**config.mk**
```make
export PLATFORM = sky130hd
export DESIGN_NAME = fixed_32_block_accum_flat
export DESIGN_NICKNAME = d
export VERILOG_FILES = /design/src/rtl/fixed_pkg.sv /design/src/rtl/fixed_32_block_accum_if.sv /design/src/rtl/fixed_32_sat_add.sv /design/src/rtl/fixed_32_block_accum.sv /design/src/flat_wrapper.sv
export SDC_FILE = /design/constraint.sdc
export NUM_CORES = 1
export LEC_CHECK = 0
export ABC_AREA = 1
export BUFFER_PORTS_ARGS = -buffer_cell sky130_fd_sc_hd__clkbuf_2
export CAP_MARGIN = 20
export CORE_UTILIZATION = 45
export CTS_CLUSTER_DIAMETER = 200
export DETAILED_ROUTE_END_ITERATION = 8
export PLACE_DENSITY = 0.73
export SLEW_MARGIN = 20
export SYNTH_ARGS = -nofsm -noshare
export SYNTH_HDL_FRONTEND = slang
export SYNTH_SLANG_ARGS = --single-unit
```
**constraint.sdc**
```tcl
create_clock -name clk -period 2.6 [get_ports clk]
set_input_delay 0.13 -clock clk [delete_from_list [all_inputs] [get_ports clk]]
set_output_delay 0.13 -clock clk [all_outputs]
set_load 0.01 [all_outputs]
```
**src/rtl/fixed_pkg.sv**
```systemverilog
// Shared Q16.16 fixed-point types, constants and accumulator FSM state encoding.
package fixed_pkg;

  typedef logic signed [31:0] q16_16_t;

  localparam q16_16_t Q_MAX = 32'h7FFF_FFFF;
  localparam q16_16_t Q_MIN = 32'h8000_0000;
  localparam q16_16_t Q_ONE = 32'h0001_0000;

  typedef enum logic {
    ACCUM = 1'b0,
    HOLD  = 1'b1
  } acc_state_e;

endpackage

```
**src/rtl/fixed_32_block_accum_if.sv**
```systemverilog
// Sample-in / block-result-out handshake bundle for fixed_32_block_accum.
interface fixed_32_block_accum_if
  import fixed_pkg::*;
#(
  parameter int unsigned BLOCK_LEN = 8
);
  localparam int unsigned CNT_W = $clog2(BLOCK_LEN + 1);

  logic             in_valid;
  logic             in_ready;
  q16_16_t          in_data;
  logic             in_sub;
  logic             flush;
  logic             out_valid;
  logic             out_ready;
  q16_16_t          out_data;
  logic             out_overflow;
  logic [CNT_W-1:0] out_count;

  modport master (
    output in_valid, in_data, in_sub, flush, out_ready,
    input  in_ready, out_valid, out_data, out_overflow, out_count
  );

  modport slave (
    input  in_valid, in_data, in_sub, flush, out_ready,
    output in_ready, out_valid, out_data, out_overflow, out_count
  );

endinterface

```
**src/rtl/fixed_32_sat_add.sv**
```systemverilog
// Combinational Q16.16 add/sub with overflow detect.
// Define FIXED_ACC_SATURATE_EN to clamp overflowing results instead of wrapping.
module fixed_32_sat_add
  import fixed_pkg::*;
(
  input  q16_16_t a,
  input  q16_16_t b,
  input  logic    sub,
  output q16_16_t result,
  output logic    overflow
);

  logic [32:0] wide;

  always_comb begin
    wide     = sub ? ({a[31], a} - {b[31], b}) : ({a[31], a} + {b[31], b});
    overflow = wide[32] ^ wide[31];
`ifdef FIXED_ACC_SATURATE_EN
    // wide[32] is the true sign of the unbounded result
    if (overflow) begin
      result = wide[32] ? Q_MIN : Q_MAX;
    end else begin
      result = wide[31:0];
    end
`else
    result = wide[31:0];
`endif
  end

endmodule

```
**src/rtl/fixed_32_block_accum.sv**
```systemverilog
// Streaming Q16.16 block accumulator: sums BLOCK_LEN signed samples (or fewer on flush)
// and presents one registered result with sticky overflow. Saturation: FIXED_ACC_SATURATE_EN.
module fixed_32_block_accum
  import fixed_pkg::*;
#(
  parameter int unsigned BLOCK_LEN = 8
)(
  input  logic                    clk,
  input  logic                    rst,
  fixed_32_block_accum_if.slave   bus
);

  localparam int unsigned       CNT_W    = $clog2(BLOCK_LEN + 1);
  localparam logic [CNT_W-1:0]  LAST_CNT = CNT_W'(BLOCK_LEN - 1);
  localparam logic [CNT_W-1:0]  CNT_ONE  = CNT_W'(1);

  acc_state_e       state_q, state_d;
  q16_16_t          acc_q, acc_d;
  logic [CNT_W-1:0] cnt_q, cnt_d;
  logic             ovf_q, ovf_d;
  logic             out_valid_q, out_valid_d;
  q16_16_t          out_data_q, out_data_d;
  logic             out_ovf_q, out_ovf_d;
  logic [CNT_W-1:0] out_cnt_q, out_cnt_d;

  logic             in_ready;
  logic             beat;
  logic             last_beat;
  logic             early_flush;
  q16_16_t          sum;
  logic             add_ovf;

  fixed_32_sat_add u_add (
    .a        (acc_q),
    .b        (bus.in_data),
    .sub      (bus.in_sub),
    .result   (sum),
    .overflow (add_ovf)
  );

  always_ff @(posedge clk or posedge rst) begin
    if (rst) begin
      state_q <= ACCUM;
    end else begin
      state_q <= state_d;
    end
  end

  always_comb begin
    state_d = state_q;
    unique case (state_q)
      ACCUM:   if (last_beat || early_flush) state_d = HOLD;
      HOLD:    if (bus.out_ready)            state_d = ACCUM;
      default: state_d = ACCUM;
    endcase
  end

  always_comb begin
    in_ready = (state_q == ACCUM);
  end

  assign beat        = bus.in_valid && in_ready;
  assign last_beat   = beat && ((cnt_q == LAST_CNT) || bus.flush);
  // a flush with no beat only closes a block that already holds samples
  assign early_flush = in_ready && !bus.in_valid && bus.flush && (cnt_q != '0);

  always_comb begin
    acc_d       = acc_q;
    cnt_d       = cnt_q;
    ovf_d       = ovf_q;
    out_valid_d = out_valid_q;
    out_data_d  = out_data_q;
    out_ovf_d   = out_ovf_q;
    out_cnt_d   = out_cnt_q;

    if (last_beat) begin
      out_data_d  = sum;
      out_ovf_d   = ovf_q | add_ovf;
      out_cnt_d   = cnt_q + CNT_ONE;
      out_valid_d = 1'b1;
      acc_d       = '0;
      cnt_d       = '0;
      ovf_d       = 1'b0;
    end else if (beat) begin
      acc_d = sum;
      cnt_d = cnt_q + CNT_ONE;
      ovf_d = ovf_q | add_ovf;
    end else if (early_flush) begin
      out_data_d  = acc_q;
      out_ovf_d   = ovf_q;
      out_cnt_d   = cnt_q;
      out_valid_d = 1'b1;
      acc_d       = '0;
      cnt_d       = '0;
      ovf_d       = 1'b0;
    end

    if (state_q == HOLD && bus.out_ready) begin
      out_valid_d = 1'b0;
    end
  end

  always_ff @(posedge clk or posedge rst) begin
    if (rst) begin
      acc_q       <= '0;
      cnt_q       <= '0;
      ovf_q       <= 1'b0;
      out_valid_q <= 1'b0;
      out_data_q  <= '0;
      out_ovf_q   <= 1'b0;
      out_cnt_q   <= '0;
    end else begin
      acc_q       <= acc_d;
      cnt_q       <= cnt_d;
      ovf_q       <= ovf_d;
      out_valid_q <= out_valid_d;
      out_data_q  <= out_data_d;
      out_ovf_q   <= out_ovf_d;
      out_cnt_q   <= out_cnt_d;
    end
  end

  assign bus.in_ready     = in_ready;
  assign bus.out_valid    = out_valid_q;
  assign bus.out_data     = out_data_q;
  assign bus.out_overflow = out_ovf_q;
  assign bus.out_count    = out_cnt_q;

endmodule

```
**src/flat_wrapper.sv**
```systemverilog
// flat-port wrapper written by rule: the top's interface ports become plain ports
module fixed_32_block_accum_flat import fixed_pkg::*;
#(
  parameter int unsigned BLOCK_LEN = 8
)
  (clk, rst, bus_in_valid, bus_in_data, bus_in_sub, bus_flush, bus_out_ready, bus_in_ready, bus_out_valid, bus_out_data, bus_out_overflow, bus_out_count);
  fixed_32_block_accum_if #(.BLOCK_LEN(BLOCK_LEN)) bus_i ();
  input  logic clk;
  input  logic rst;
  input wire logic [$bits(bus_i.in_valid)-1:0] bus_in_valid;
  input wire logic [$bits(bus_i.in_data)-1:0] bus_in_data;
  input wire logic [$bits(bus_i.in_sub)-1:0] bus_in_sub;
  input wire logic [$bits(bus_i.flush)-1:0] bus_flush;
  input wire logic [$bits(bus_i.out_ready)-1:0] bus_out_ready;
  output wire logic [$bits(bus_i.in_ready)-1:0] bus_in_ready;
  output wire logic [$bits(bus_i.out_valid)-1:0] bus_out_valid;
  output wire logic [$bits(bus_i.out_data)-1:0] bus_out_data;
  output wire logic [$bits(bus_i.out_overflow)-1:0] bus_out_overflow;
  output wire logic [$bits(bus_i.out_count)-1:0] bus_out_count;
  assign bus_i.in_valid = bus_in_valid;
  assign bus_i.in_data = bus_in_data;
  assign bus_i.in_sub = bus_in_sub;
  assign bus_i.flush = bus_flush;
  assign bus_i.out_ready = bus_out_ready;
  assign bus_in_ready = bus_i.in_ready;
  assign bus_out_valid = bus_i.out_valid;
  assign bus_out_data = bus_i.out_data;
  assign bus_out_overflow = bus_i.out_overflow;
  assign bus_out_count = bus_i.out_count;
  fixed_32_block_accum #(.BLOCK_LEN(BLOCK_LEN)) u_core (.clk(clk), .rst(rst), .bus(bus_i));
endmodule
```
# After elaboration in Yosys (flattened, before gate mapping)
# Index checks and enable logic that the tools add are counted.
[totals] latch_bits=0 output_inout_bits=39 rom_bits=0 register_bits=76 ramBits=0 n_memories=0 wordCells=58
[op_classes] n_eq_ne=3 shifts=0 div=0 magnitude_cmp=0 mul=0 n_addsub=3 n_reduce_logical=15 bitwise_logic=3 mux=26
[op_table] operator="two-way mux 32 bit" count=6
[op_table] operator="adder 32 x 32 -> 33 bit" count=1
[op_table] operator="two-way mux 33 bit" count=1
[op_table] operator="subtractor 32 x 32 -> 33 bit" count=1
[op_table] operator="two-way mux 4 bit" count=6
[op_table] operator="two-way mux 1 bit" count=12
[op_table] operator="logical AND 1 bit" count=6
[op_table] operator="nonzero test 3 bit" count=2
[op_table] operator="adder 4 x 1 -> 4 bit (second input constant)" count=1
[op_table] operator="== test 4 x 3 -> 1 bit (second input constant)" count=1
[op_table] operator="AND reduction 2 bit" count=2
[op_table] operator="nonzero test 4 bit" count=1
[op_table] operator="!= test 3 bit (second input constant)" count=1
[op_table] operator="logical OR 1 bit" count=2
[op_table] operator="!= test 2 bit (second input constant)" count=1
[op_table] operator="one-hot mux 1 bit (2 select lines)" count=1
[op_table] operator="nonzero test 2 bit" count=1
[op_table] operator="zero test 1 bit" count=1
[op_table] operator="inverter 1 bit" count=1
[op_table] operator="bitwise OR 1 bit" count=1
[op_table] operator="XOR 1 bit" count=1

# Logic depth before layout (Yosys ltp)
[logic_depth] ltp_word=8 depth_mapped=26 ltp_nobuf=26

# Cells and area by module
# Synthesis repeated with hierarchy kept, for this count alone.
[hier_totals] cells_unflattened=990 area_unflattened_um2=6622.6
[by_module_without_submodules] module="fixed_32_block_accum" instances=1 area_per_inst_um2=3520.9 cells_per_inst=421
[by_module_without_submodules] module="fixed_32_sat_add" instances=1 area_per_inst_um2=3101.7 cells_per_inst=569

# Worst setup path before layout
# OpenSTA, ideal clock, no wires.
[synth_path] kind="in2reg" from="in bus_in_data[0]" to="reg u_core.out_ovf_q, in the netlist u_core.bus.out_overflow" t_required_ps=2481 stages=22 n_path_buf=1 slack_ps=-19 arrival_ps=2499 path_cell_list="inv_1 -> ha_1 -> nand2_1 -> nor2_2 -> nand2_1 -> o21ai_0 -> nand2_1 -> xor2_1 -> inv_1 -> ha_1 -> clkbuf_2 -> a21o_1 -> a21oi_1 -> nand2_1 -> a21oi_1 -> nand3_1 -> nand2_2 -> inv_1 -> nand2_1 -> nand2_1 -> nand2_1 -> nand2_1"
[synth_between] elab_chain_cells=5
[synth_lines] element="from (decl)" line_no="flat_wrapper.sv:11" text="input wire logic [$bits(bus_i.in_data)-1:0] bus_in_data;"
[synth_lines] element="adder 32 x 32 -> 33 bit or subtractor 32 x 32 -> 33 bit (tied branches)" line_no="fixed_32_sat_add.sv:16" text="wide = sub ? ({a[31], a} - {b[31], b}) : ({a[31], a} + {b[31], b});"
[synth_lines] element="two-way mux 33 bit *" line_no="fixed_32_sat_add.sv:16"
[synth_lines] element="XOR 1 bit *" line_no="fixed_32_sat_add.sv:17" text="overflow = wide[32] ^ wide[31];"
[synth_lines] element="bitwise OR 1 bit *" line_no="fixed_32_block_accum.sv:78" text="out_ovf_d = ovf_q | add_ovf;"
[synth_lines] element="two-way mux 1 bit *" line_no="fixed_32_block_accum.sv:76" text="if (last_beat) begin"
[synth_lines] element="to (signal assigned)" line_no="fixed_32_block_accum.sv:118" text="out_ovf_q <= out_ovf_d;"
[synth_lines] element="to (decl)" line_no="fixed_32_block_accum.sv:23" text="logic out_ovf_q, out_ovf_d;"
# Mark *: on every way between the ends. The rest lies on a longest branch, timed or not.
# A chain may end at the register's enable or synchronous reset.

# Worst setup path in the final report
[layout_path] from="in bus_in_data[1]" to="reg u_core.out_ovf_q, in the netlist u_core.bus.out_overflow"
# The elaborated chain is that of the path after synthesis.

==> impl_metrics.csv <==
group,metric,value,unit
floorplan,fp.dieW,118,um
placement,placed_cells,1269,
power,vdd_ir_drop_max,0.000447,V
cells_and_area,post-route-cell-area,8810,um^2
synth,synth_area,6080,um^2
timing,rsz0062_at_grt,"true",
run_status,outcome,"finished, violations left",
detailed_routing,wl_per_cell,15.4,um
critical_path,worst_setup_path_end_kind,"flop",
floorplan,placementRows,42,
detailed_routing,vias,6757,
placement,routabilityCongestion,0.957,
timing,setup_slack,-0.0702,ns
placement,dpl_cell_area,7710,um^2
critical_path,worstPathArrival,2.91,ns
synth,syn_nets,963,
clock_network,clock_sinks,76,
global_route,first_global_vias,6192,
detailed_routing,drc,0,
placement,pre_cts_ws,-0.551,ns
synth,synth_cell_types,50,
clock_network,cts.clk_slew.worst_paths,0.06,ns
placement,dpl.hpwl,14800,um
run_status,violations,"setup timing",
critical_path,start_kind,"input port",
timing,min_period,2.67,ns
floorplan,core_area,13200,um^2
timing,fin_crit_sh,103,%
synth,ys_warn_count,0,
synth,yosysSeqAreaShare,31.3,%
synth,synth_edf_count,0,
global_route,overflow,0,
detailed_routing,drt_wl_total,20000,um
clock_network,insertion_delay,0.35,ns
synth,synth_seq_cells,76,
cells_and_area,fin_nets,1188,
detailed_routing,first_iter_violations,616,
synth,synth_area_leader_cell,"dfrtp_1",
timing,maxSlewHeadroom,53.3,%
cells_and_area,regArea,1900,um^2
global_route,grt_usage,27.6,%
timing,slew_viol_final,0,
timing,setup_viol,3,
floorplan,pin_count,77,
synth,synth_top_area_share,31.3,%
global_route,grt_pass1_wl,30700,um
floorplan,start_util,46.1,%
detailed_routing,viasPerCell,5.22,
cells_and_area,drive_gt1_share,35.5,%
power,pwr_density_cell,1040,nW/um^2
floorplan,dieHeight,118,um
cells_and_area,fillers,1109,
critical_path,critPathKind,"input port to flop",
hold_path,hp-class,"input port to flop",
cells_and_area,multi_input_area,4280,um^2
detailed_routing,firstDrtPassIters,6,
timing,tightest_slew,0.699,ns
clock_network,cts_tree,"built",
synth,postSynthAreaPerCell,6.83,um^2
clock_network,cts_buffers,9,
detailed_routing,ant_nets,0,
timing,timing.hold.ws,0.0588,ns
floorplan,dieArea,14000,um^2
clock_network,root_buffer,"clkbuf_16",
timing,hold_viol,0,
global_route,antenna_found_initial,0,
clock_network,clk_path_buf_depth,2,
timing,max_freq,375,MHz
critical_path,worstPathMaxFanout,4,
synth,synthArstFlopShare,100,%
synth,synthTopCellsByArea,"dfrtp_1 (31%), nand2_1 (17%), inv_1 (7.8%)",
power,total_power,9.19,mW
synth,netlist_instances,889,
synth,synth_common_cells,"nand2_1 (278), inv_1 (127), nor2_1 (77), dfrtp_1 (76), nand3_1 (50)",
placement,io_buffers,76,
synth,yosysMostFrequentCell,"nand2_1",
critical_path,cp_data_required_time,2.84,ns
cells_and_area,syn_to_final_growth,45.0,%
cells_and_area,final_cells,1295,
flow_run,max_cap_viol_count,0,
cells_and_area,n_antenna_cell,0,
clock_network,cts.htree.levels,3,
synth,synth_flop_cell,"dfrtp_1",
power,leakagePower,4.55,nW
global_route,grt_max_degree,33,
timing,fin_skew,0.00827,ns
## layout by cell type (no fill, tap or decap), types with 8 or more instances in the layout
| cell | n |
|---|---|
| nand2_1 | 245 |
| buf_4 | 152 |
| inv_1 | 119 |
| dfrtp_1 | 76 |
| clkbuf_2 | 74 |
| nor2_1 | 55 |
| nand3_1 | 43 |
| nand2_2 | 32 |
| o21ai_0 | 22 |
| xor2_1 | 21 |
| xnor2_1 | 21 |
| a21oi_1 | 18 |
| ha_1 | 18 |
| nor2_2 | 16 |
| o22ai_1 | 15 |
| ha_4 | 14 |
| o221ai_1 | 13 |
| a21oi_2 | 13 |
| nor2_4 | 10 |
| nand4_1 | 9 |
| inv_2 | 9 |
| clkbuf_16 | 9 |
| nand3b_1 | 8 |
## where the power goes
part           internal (mW)  switching (mW)  total, mW
clock                  0.778           0.541       1.32
combinational           2.61            3.18       5.78
sequential              1.68           0.413       2.09
total                   5.06            4.13       9.19
## final timing paths
check / depth (start not counted) / from / to / slack, ns
min reg2reg: 2 / u_core.bus.out_data[20] / u_core.bus.out_data[20] / 0.49
max in group asynchronous: 4 / rst / u_core.acc_q[31] / 1.55
min in group asynchronous: 3 / rst / u_core.bus.out_count[0] / 0.32
max: 26 / bus_in_data[1] / u_core.bus.out_overflow / -0.07
max reg2reg: 15 / u_core.acc_q[0] / u_core.bus.out_data[28] / 0.19
min: 3 / bus_out_ready / u_core.state_q / 0.06
## registers in the layout, summed over array words and instances (netlist names)
name,count
u_core.state_q,1
u_core.bus.out_valid,1
u_core.bus.out_count,4
u_core.ovf_q,1
u_core.acc_q,32
u_core.bus.out_overflow,1
u_core.cnt_q,4
u_core.bus.out_data,32
## cells by family after synthesis
family / after synthesis / synth area share [%]
compound gates: 125 / 13.2
xor+xnor: 49 / 7.06
fa+ha+maj: 36 / 7.54
buf+inv: 151 / 9.68
flops: 76 / 31.3
mux: 1 / 0.165
simple gates: 451 / 31.0
## layer usage
layer | up-vias | GRT usage (%) | wire [um]
met1 | 3161 | 39.0 | 9020
met5 | - | 0 | 0
met4 | 0 | 8.33 | 387
met3 | 34 | 3.96 | 1330
li1 | 3318 | - | -
met2 | 244 | 43.8 | 9270
## metrics by stage
| stage | setup TNS, ns | util, % |
|---|---|---|
| finish | -0.138 | 66.8 |
| floorplan | 0 | - |
| CTS | 0 | 61.8 |
| global route | -4.55 | 66.8 |
| detailed placement | -14.79 | 58.5 |
| global placement | -12.36 | 58.5 |
## critical path: stages
cell and delay [ns]:
buf_8 0.10, nor3_4 0.20, nand2_2 0.10, nor2_4 0.13
buf_4 0.14, nand2_1 0.05, nand2_1 0.06, o21ai_0 0.11
xor2_1 0.22, inv_2 0.10, ha_4 0.31, nand2_2 0.08
buf_4 0.14, nor2_4 0.09, and3_1 0.15, nand2_1 0.06
nand2_2 0.11, nand2_1 0.09, nand2_1 0.08, nand2_1 0.07
nand2_2 0.11, inv_1 0.04, nand2_1 0.05, nand2_1 0.06
nand2_1 0.06, nand2_1 0.05
## timing repair
action                                  in CTS  in global routing
hold buffers                                 1                  0
resized for setup                           21                139
endpoints found under the setup margin      26                 39
endpoints found under the hold margin       24                  0
buffers inserted                             1                  8
pin swaps                                   11                 48
## area by class of cell
cell class                 count  share of cell area (%)
inverter                     132                    5.67
clock buffer                  10                    2.71
clock inverter                 6                   0.795
multi-input combinational    662                    48.6
tap                          176                    2.50
timing repair buffer         233                    18.2
sequential                    76                    21.6
Power figures use the tool's default switching activity.
